**src/rtl/ss_corr_channel_if.sv**
```systemverilog
// Register-bus bundle for the correlator channel on the FE00_xxxx bus.
interface ss_corr_channel_if;
  logic [31:0] addr;
  logic [31:0] Wdata;
  logic        write;
  logic        read;
  logic [31:0] Rdata;

  modport master (output addr, Wdata, write, read, input Rdata);
  modport slave  (input addr, Wdata, write, read, output Rdata);
endinterface

```
**src/rtl/ss_corr_channel.sv**
```systemverilog
// Single-channel spread-spectrum correlator: NCO carrier + Galois-LFSR PRN
// wiped off the ADC stream into a saturating accumulator dumped per code epoch.

// Quarter-wave magnitude as the parabola v*(2N-v)/N, N=8192, scaled to 16 bits.
module sine (
  input  logic [12:0] v,
  output logic [15:0] sv
);
  logic [14:0] cv;
  logic [25:0] p;
  assign cv = 15'd16384 - {2'b00, v};
  assign p  = {13'd0, v} * {11'd0, cv};
  assign sv = 16'(p >> 10);
endmodule

module ss_corr_channel #(
  parameter int          ADC_W       = 16,
  parameter int          LFSR_W      = 14,
  parameter int          ACC_W       = 64,
  parameter logic [31:0] BASE        = 32'hFE000200,
  parameter int          EPOCH_STATE = 1
) (
  input  logic                    clk,
  input  logic                    rst,
  ss_corr_channel_if.slave        bus,
  input  logic signed [ADC_W-1:0] ADC,
  input  logic                    PushADC,
  output logic                    corr_seen
);
  localparam int PW = ADC_W + 17;
  localparam logic signed [ACC_W-1:0] ACC_MAX = {1'b0, {(ACC_W-1){1'b1}}};
  localparam logic signed [ACC_W-1:0] ACC_MIN = {1'b1, {(ACC_W-1){1'b0}}};

  logic              hit, wr, rd_stat;
  logic [5:0]        off;
  logic [2:0]        ctrl, status;
  logic [31:0]       freq_add, freq_phase, freq_adj;
  logic [31:0]       chip_freq, chip_phase, chip_adj;
  logic [31:0]       sample_cnt, epoch_cnt;
  logic [LFSR_W-1:0] prn_poly, prn_state;
  logic [4:0]        prn_hob;
  logic signed [ACC_W-1:0] acc, corr;

  assign hit     = bus.addr[31:6] == BASE[31:6];
  assign off     = bus.addr[5:0];
  assign wr      = bus.write && hit;
  assign rd_stat = bus.read && hit && off == 6'h38;

  // stage 0: NCO / chip NCO / LFSR
  logic              push, chip_c, chip_edge, epoch_tag;
  logic [31:0]       freq_nxt, chip_nxt, state_ext;
  logic [LFSR_W-1:0] state_clr, lfsr_nxt;

  assign push      = PushADC && ctrl[0];
  assign freq_nxt  = freq_phase + freq_adj + freq_add;
  assign chip_nxt  = chip_phase + chip_adj + chip_freq;
  assign chip_edge = push && !chip_phase[31] && chip_nxt[31];
  assign state_ext = 32'(prn_state);
  assign chip_c    = state_ext[prn_hob];
  assign state_clr = prn_state & ~(LFSR_W'(1) << prn_hob);
  assign lfsr_nxt  = (state_clr << 1) ^ (chip_c ? prn_poly : '0);
  assign epoch_tag = chip_edge && (lfsr_nxt == LFSR_W'(EPOCH_STATE));

  always_ff @(posedge clk or negedge rst) begin
    if (!rst) begin
      ctrl       <= '0;
      freq_add   <= '0;
      freq_phase <= '0;
      freq_adj   <= '0;
      chip_freq  <= '0;
      chip_phase <= '0;
      chip_adj   <= '0;
      prn_poly   <= '0;
      prn_state  <= '0;
      prn_hob    <= '0;
      sample_cnt <= '0;
    end else begin
      if (push) begin
        sample_cnt <= sample_cnt + 32'd1;
        freq_phase <= freq_nxt;
        freq_adj   <= '0;
        chip_phase <= chip_nxt;
        chip_adj   <= '0;
        if (chip_edge) prn_state <= lfsr_nxt;
      end
      // bus writes are last so they override same-cycle push updates
      if (wr) begin
        case (off)
          6'h00: ctrl       <= bus.Wdata[2:0];
          6'h04: freq_add   <= bus.Wdata;
          6'h08: freq_phase <= bus.Wdata;
          6'h0C: freq_adj   <= bus.Wdata;
          6'h10: chip_freq  <= bus.Wdata;
          6'h14: chip_phase <= bus.Wdata;
          6'h18: chip_adj   <= bus.Wdata;
          6'h1C: prn_poly   <= bus.Wdata[LFSR_W-1:0];
          6'h20: prn_state  <= bus.Wdata[LFSR_W-1:0];
          6'h24: prn_hob    <= bus.Wdata[4:0];
          6'h28: sample_cnt <= bus.Wdata;
          default: ;
        endcase
      end
    end
  end

  // stages 1..3: carrier, PRN wipe-off, product
  logic [3:0]              vld_pipe;
  logic signed [ADC_W-1:0] smp0, smp1, smp2;
  logic [12:0]             v0;
  logic                    neg0, c0, sm0, c1;
  logic                    ep0, ep1, ep2, ep3;
  logic [31:0]             cnt0, cnt1, cnt2, cnt3;
  logic [15:0]             sv;
  logic signed [16:0]      mag, car1, car2;
  logic signed [PW-1:0]    prod3;

  sine u_sine (.v(v0), .sv(sv));
  assign mag = sm0 ? 17'sd1 : $signed({1'b0, sv});

  always_ff @(posedge clk or negedge rst) begin
    if (!rst) begin
      vld_pipe <= '0;
      smp0 <= '0; smp1 <= '0; smp2 <= '0;
      v0 <= '0; neg0 <= 1'b0; c0 <= 1'b0; sm0 <= 1'b0; c1 <= 1'b0;
      ep0 <= 1'b0; ep1 <= 1'b0; ep2 <= 1'b0; ep3 <= 1'b0;
      cnt0 <= '0; cnt1 <= '0; cnt2 <= '0; cnt3 <= '0;
      car1 <= '0; car2 <= '0; prod3 <= '0;
    end else begin
      vld_pipe <= {vld_pipe[2:0], push};
      if (push) begin
        smp0 <= ADC;
        neg0 <= freq_phase[31];
        v0   <= freq_phase[30] ? ~freq_phase[29:17] : freq_phase[29:17];
        c0   <= chip_c;
        sm0  <= ctrl[1];
        ep0  <= epoch_tag;
        cnt0 <= sample_cnt + 32'd1;
      end
      if (vld_pipe[0]) begin
        smp1 <= smp0; c1 <= c0; ep1 <= ep0; cnt1 <= cnt0;
        car1 <= neg0 ? -mag : mag;
      end
      if (vld_pipe[1]) begin
        smp2 <= smp1; ep2 <= ep1; cnt2 <= cnt1;
        car2 <= c1 ? -car1 : car1;
      end
      if (vld_pipe[2]) begin
        prod3 <= PW'(smp2) * PW'(car2);
        ep3   <= ep2;
        cnt3  <= cnt2;
      end
    end
  end

  // stage 4: accumulate, saturate, dump
  logic signed [ACC_W:0]   sum;
  logic signed [ACC_W-1:0] acc_nxt;
  logic                    ovf, dump, sat_ev;

  assign sum    = (ACC_W+1)'(acc) + (ACC_W+1)'(prod3);
  assign ovf    = sum[ACC_W] ^ sum[ACC_W-1];
  assign dump   = vld_pipe[3] && ep3;
  assign sat_ev = vld_pipe[3] && ovf && ctrl[2];

  always_comb begin
    acc_nxt = sum[ACC_W-1:0];
    if (ovf && ctrl[2]) acc_nxt = sum[ACC_W] ? ACC_MIN : ACC_MAX;
  end

  always_ff @(posedge clk or negedge rst) begin
    if (!rst) begin
      acc       <= '0;
      corr      <= '0;
      epoch_cnt <= '0;
      status    <= '0;
    end else begin
      if (vld_pipe[3]) begin
        if (ep3) begin
          corr      <= acc_nxt;
          acc       <= '0;
          epoch_cnt <= cnt3;
        end else begin
          acc <= acc_nxt;
        end
      end
      // set beats read-clear; overrun looks at DUMP before the clear
      status[0] <= dump | (status[0] & ~rd_stat);
      status[1] <= (dump & status[0]) | (status[1] & ~rd_stat);
      status[2] <= sat_ev | (status[2] & ~rd_stat);
    end
  end

  assign corr_seen = status[0];

  logic signed [63:0] corr64;
  logic [31:0]        rdata;
  assign corr64 = 64'(corr);

  always_comb begin
    rdata = '0;
    if (rst && bus.read && hit) begin
      case (off)
        6'h00: rdata = {29'd0, ctrl};
        6'h04: rdata = freq_add;
        6'h08: rdata = freq_phase;
        6'h0C: rdata = freq_adj;
        6'h10: rdata = chip_freq;
        6'h14: rdata = chip_phase;
        6'h18: rdata = chip_adj;
        6'h1C: rdata = 32'(prn_poly);
        6'h20: rdata = 32'(prn_state);
        6'h24: rdata = {27'd0, prn_hob};
        6'h28: rdata = sample_cnt;
        6'h2C: rdata = epoch_cnt;
        6'h30: rdata = corr64[31:0];
        6'h34: rdata = corr64[63:32];
        6'h38: rdata = {29'd0, status};
        default: rdata = '0;
      endcase
    end
  end
  assign bus.Rdata = rdata;

endmodule

```
**src/flat_wrapper.sv**
```systemverilog
// flat-port wrapper written by rule: the top's interface ports become plain ports
module ss_corr_channel_flat 
#(
  parameter int          ADC_W       = 16,
  parameter int          LFSR_W      = 14,
  parameter int          ACC_W       = 64,
  parameter logic [31:0] BASE        = 32'hFE000200,
  parameter int          EPOCH_STATE = 1
)
  (clk, rst, ADC, PushADC, corr_seen, bus_addr, bus_Wdata, bus_write, bus_read, bus_Rdata);
  ss_corr_channel_if bus_i ();
  input  logic clk;
  input  logic rst;
  input  logic signed [ADC_W-1:0] ADC;
  input  logic PushADC;
  output logic corr_seen;
  input wire logic [$bits(bus_i.addr)-1:0] bus_addr;
  input wire logic [$bits(bus_i.Wdata)-1:0] bus_Wdata;
  input wire logic [$bits(bus_i.write)-1:0] bus_write;
  input wire logic [$bits(bus_i.read)-1:0] bus_read;
  output wire logic [$bits(bus_i.Rdata)-1:0] bus_Rdata;
  assign bus_i.addr = bus_addr;
  assign bus_i.Wdata = bus_Wdata;
  assign bus_i.write = bus_write;
  assign bus_i.read = bus_read;
  assign bus_Rdata = bus_i.Rdata;
  ss_corr_channel #(.ADC_W(ADC_W), .LFSR_W(LFSR_W), .ACC_W(ACC_W), .BASE(BASE), .EPOCH_STATE(EPOCH_STATE)) u_core (.clk(clk), .rst(rst), .bus(bus_i), .ADC(ADC), .PushADC(PushADC), .corr_seen(corr_seen));
endmodule
```
**config.mk**
```make
export PLATFORM = sky130hd
export DESIGN_NAME = ss_corr_channel_flat
export DESIGN_NICKNAME = d
export VERILOG_FILES = /design/src/rtl/ss_corr_channel_if.sv /design/src/rtl/ss_corr_channel.sv /design/src/flat_wrapper.sv
export SDC_FILE = /design/constraint.sdc
export NUM_CORES = 2
export LEC_CHECK = 0
export BUFFER_PORTS_ARGS = -buffer_cell sky130_fd_sc_hd__buf_2
export CAP_MARGIN = 0
export CORE_AREA = 2 2 252 378
export DETAILED_ROUTE_END_ITERATION = 8
export DIE_AREA = 0 0 254 380
export PLACE_DENSITY = 0.76
export SETUP_SLACK_MARGIN = 0.4
export SLEW_MARGIN = 5
export SYNTH_ARGS = -nofsm -noshare
export SYNTH_HDL_FRONTEND = slang
export SYNTH_SLANG_ARGS = --single-unit
```
**constraint.sdc**
```tcl
create_clock -name clk -period 21.2 [get_ports clk]
set_clock_uncertainty 0.15 [all_clocks]
set_input_delay 2.12 -clock clk [delete_from_list [all_inputs] [get_ports clk]]
set_output_delay 2.12 -clock clk [all_outputs]
set_load 0.05 [all_outputs]
```
==> key figures <==
Status
  – Status: completed

Logic synthesis
  – Cell Area, Synth: roughly 56000 um2
  – Syn Area/Cell: approximately 9.5 um2
  – Synth cell types: just over 90
  – Proportion of netlist area held by the largest area contributor: a little under a third
  – Post-Synthesis Cells: a little under 6000
  – Most used DFF post-synth: dfrtp_1
  – Sequential fraction of the synthesis area: roughly 31%
  – Register bit total from synthesis: between 600 and 700
  – Top cells by area, synth: dfrtp_1 (31%), fa_1 (17%), ha_1 (6.4%), mux2_2 (6.0%), nand2_1 (4.7%)
  – Post-synth EDFFs: 0
  – Post-synth top area cell: dfrtp_1
  – Syn. warnings: 0
  – Post-synthesis async set-or-reset flop share: 100%

Global route
  – Grt met2 use: 59.6%
  – Met1 usage: between 40% and 50%
  – Largest net degree at the start of global routing: approximately 100
  – Most used routing layer: met2
  – Total global-route track usage: between 30% and 40%
  – GRT overflow: 0
  – First-pass GRT wire length: 260 mm
  – Met3 usage: 6.60%
  – Initial antenna violation count: 15
  – Vias in the first global route: around 46000

Clock network
  – Clk sink count: slightly below 700
  – CTS tree: done
  – CTS hold repair buffers: 0
  – H-tree levels: 3
  – CTS Buffer Depth: 3
  – Clk root buf: clkbuf_16
  – Reg clk slew, reported paths: around 0.06 ns
  – CTS buffer count: slightly above 70
  – Post-CTS sizing: 0
  – Clk Latency, worst-skew pair: 0.69 ns
  – Post-CTS setup buffers: 0

STA
  – Hold Slack: about 0.33 ns
  – Final Setup Violations: 0
  – RSZ-0062 raised after global routing: false
  – Worst slew margin: between 10% and 20%
  – Final period util: 42.0%
  – Final min period: approximately 9 ns
  – Slew Limit Fails: 0
  – Max Clk Rate: roughly 110 MHz
  – Hold Violations, Final: 0
  – Post-route setup slack: 12.30 ns
  – Setup TNS: 0 ns
  – Slew @ Worst Pin: 1.29 ns

Final layout
  – Final #Nets: between 6000 and 7000
  – Layout overhead on the synthesized area: 6.73%
  – Share of layout cells above drive strength 1: about 11%
  – Post-Layout Cell Count: around 7100
  – Biggest regs: u_core.acc (64), u_core.corr (64), u_core.prod3 (33)

Worst setup path
  – WP buf/inv: 4
  – Most used cell, CP: fa_1
  – Worst Path Arrival: 9.31 ns
  – CP Launch Type: register
  – Req. time, crit path: between 20 and 25 ns
  – Cell family with most CP delay: adder cells
  – Worst-path fanout max: 22
  – Crit path capture type: register
  – Reg2reg start: u_core.v0[0]
  – Critical path's slowest cell: dfrtp_1
  – Worst flop-to-flop path endpoint: u_core.car1[14]
  – Reg2reg path depth: 27
  – Flop-to-flop setup slack: 12.30 ns
  – CP max stage delay: between 0.7 and 0.8 ns
  – Crit Path Class: register to register

Floorplanning
  – Core area: roughly 93000 um2
  – # IOs: around 120
  – Initial cell density of the core: about three fifths
  – Row count: ~140
  – Die height: 380 um
  – Total die area: around 97000 um2
  – Die width: approximately 250 um

Drt
  – Drt pass-1 iters: 9
  – WL per Instance: about 24 um
  – Via density: slightly above 6
  – Final Routed Wirelength: around 170 mm
  – Initial DRC count: between 3000 and 4000
  – Via count: approximately 44000
  – Routed Antenna Nets: 0
  – # DRC: 0

Power and ir drop
  – Maximum VDD drop: roughly 0.063 mV
  – Pwr Density: 45.5 nW/um2
  – Total power: around 0.0027 W
  – Leak: around 28 nW

Run
  – Maxcap violations: 0

Placed design
  – GP Congestion: 1.05
  – I/O Buffers: roughly 120
  – Placed cell count: approximately 6900
  – Hpwl dp: between 100 and 150 mm
  – Setup WS pre-CTS: approximately 12 ns

Worst hold path
  – WHS Path Cells: 2
  – Hold_sp: u_core.cnt0[19]
  – WHS Endpoint: u_core.cnt0[19]
  – Class of the tightest hold or removal check: register to register
## kinds of logic after synthesis
| logic type | count (synthesis) | synth area share, % |
|---|---|---|
| and+or+nand+nor | 1687 | 13.9 |
| AOI/OAI and AO/OA | 1174 | 13.3 |
| buffers and inverters | 874 | 5.99 |
| adders and majority gates | 767 | 23.8 |
| DFF | 691 | 31.1 |
| muxes | 386 | 7.75 |
| xor gates and xnor gates | 267 | 4.20 |
| other | 2 | 0.0135 |
## worst max-delay path by stage
stage            startpoint              end  depth (start not counted)
5_1_grt        u_core.v0[0]  u_core.car1[14]                         27
2_1_floorplan  u_core.v0[0]   u_core.car1[9]                         29
3_5_place_dp   u_core.v0[0]  u_core.car1[14]                         27
6_report       u_core.v0[0]  u_core.car1[14]                         27
4_1_cts        u_core.v0[0]  u_core.car1[14]                         27
3_3_place_gp   u_core.v0[0]   u_core.car1[9]                         27
## synthesized netlist by cell type (all sizes together), types with 37 or more instances
cell type / instances
clkbuf: 304
o2bb2ai: 63
o21ai: 367
nand4: 37
nand2b: 99
nor2b: 55
dfrtp: 691
a31oi: 52
xor2: 122
and2: 143
ha: 285
mux2: 297
nor2: 381
nand2: 702
xnor2: 145
o21a: 39
a21o: 85
fa: 482
inv: 538
mux2i: 83
nor3: 65
a21oi: 301
nand3: 88
## power by group
part,switching (W),internal [W]
logic,0.0000721,0.0000240
clock network,0.000579,0.000709
registers,0.000000000230,0.00132
total,0.000651,0.00205
## metrics by stage
| stage | utilization, % | instance area [um2] |
|---|---|---|
| 6_report | 63.9 | 59400 |
| 5_1_grt | 63.9 | 59400 |
| 4_1_cts | 63.9 | 59400 |
| 3_5_place_dp | 61.4 | 57000 |
| 3_3_place_gp | 61.4 | 57000 |
| 2_1_floorplan | - | 55700 |
## cell type report
class                   count  area (um2)
flip-flops and latches    691       17300
fillers                  7727       33500
clock buffers             100        2010
multi-input cells        4290       35100
diodes                      4        10.0
inverters                 541        2030
clock inverters            24         333
well taps                1251        1570
repair buffers            169         988
## worst reg2reg max path, stage by stage (launching register included)
cell	delay, ns
dfrtp_1	0.78
clkinv_1	0.50
ha_1	0.34
nor3b_1	0.15
nand3_1	0.17
nor3_1	0.08
nor3b_1	0.19
ha_1	0.49
nand2b_1	0.26
fa_1	0.53
fa_1	0.51
inv_1	0.05
fa_1	0.49
fa_1	0.49
inv_1	0.05
fa_1	0.47
inv_1	0.04
ha_1	0.36
a21o_1	0.24
a2111oi_0	0.67
o31ai_1	0.20
o21ai_0	0.14
xor2_1	0.19
o21ai_0	0.11
o31ai_1	0.51
a31oi_1	0.21
xnor2_1	0.18
mux2_2	0.26
## per-layer routing
metal | vias to the layer above | part of all wire [%]
met2 | 1799 | 49
met5 | - | 0.060
met1 | 22000 | 35
li1 | 19500 | -
met4 | 16 | 8.0
met3 | 618 | 7.1
## placed cells by master (no fill, tap or decap), types with 57 or more instances in the layout
master and n:
buf_2 115, o2bb2ai_1 63, and2_1 142, clkbuf_16 71
a21oi_1 301, o21ai_0 363, nand2_1 697, ha_1 285
a21o_1 84, dfrtp_1 688, fa_1 482, nor2_1 379
nor3_1 57, nand2b_1 99, inv_1 536, mux2i_1 83
mux2_2 297, xnor2_1 145, xor2_1 122, nand3_1 88
No activity file was read; power rests on OpenSTA's default activity.
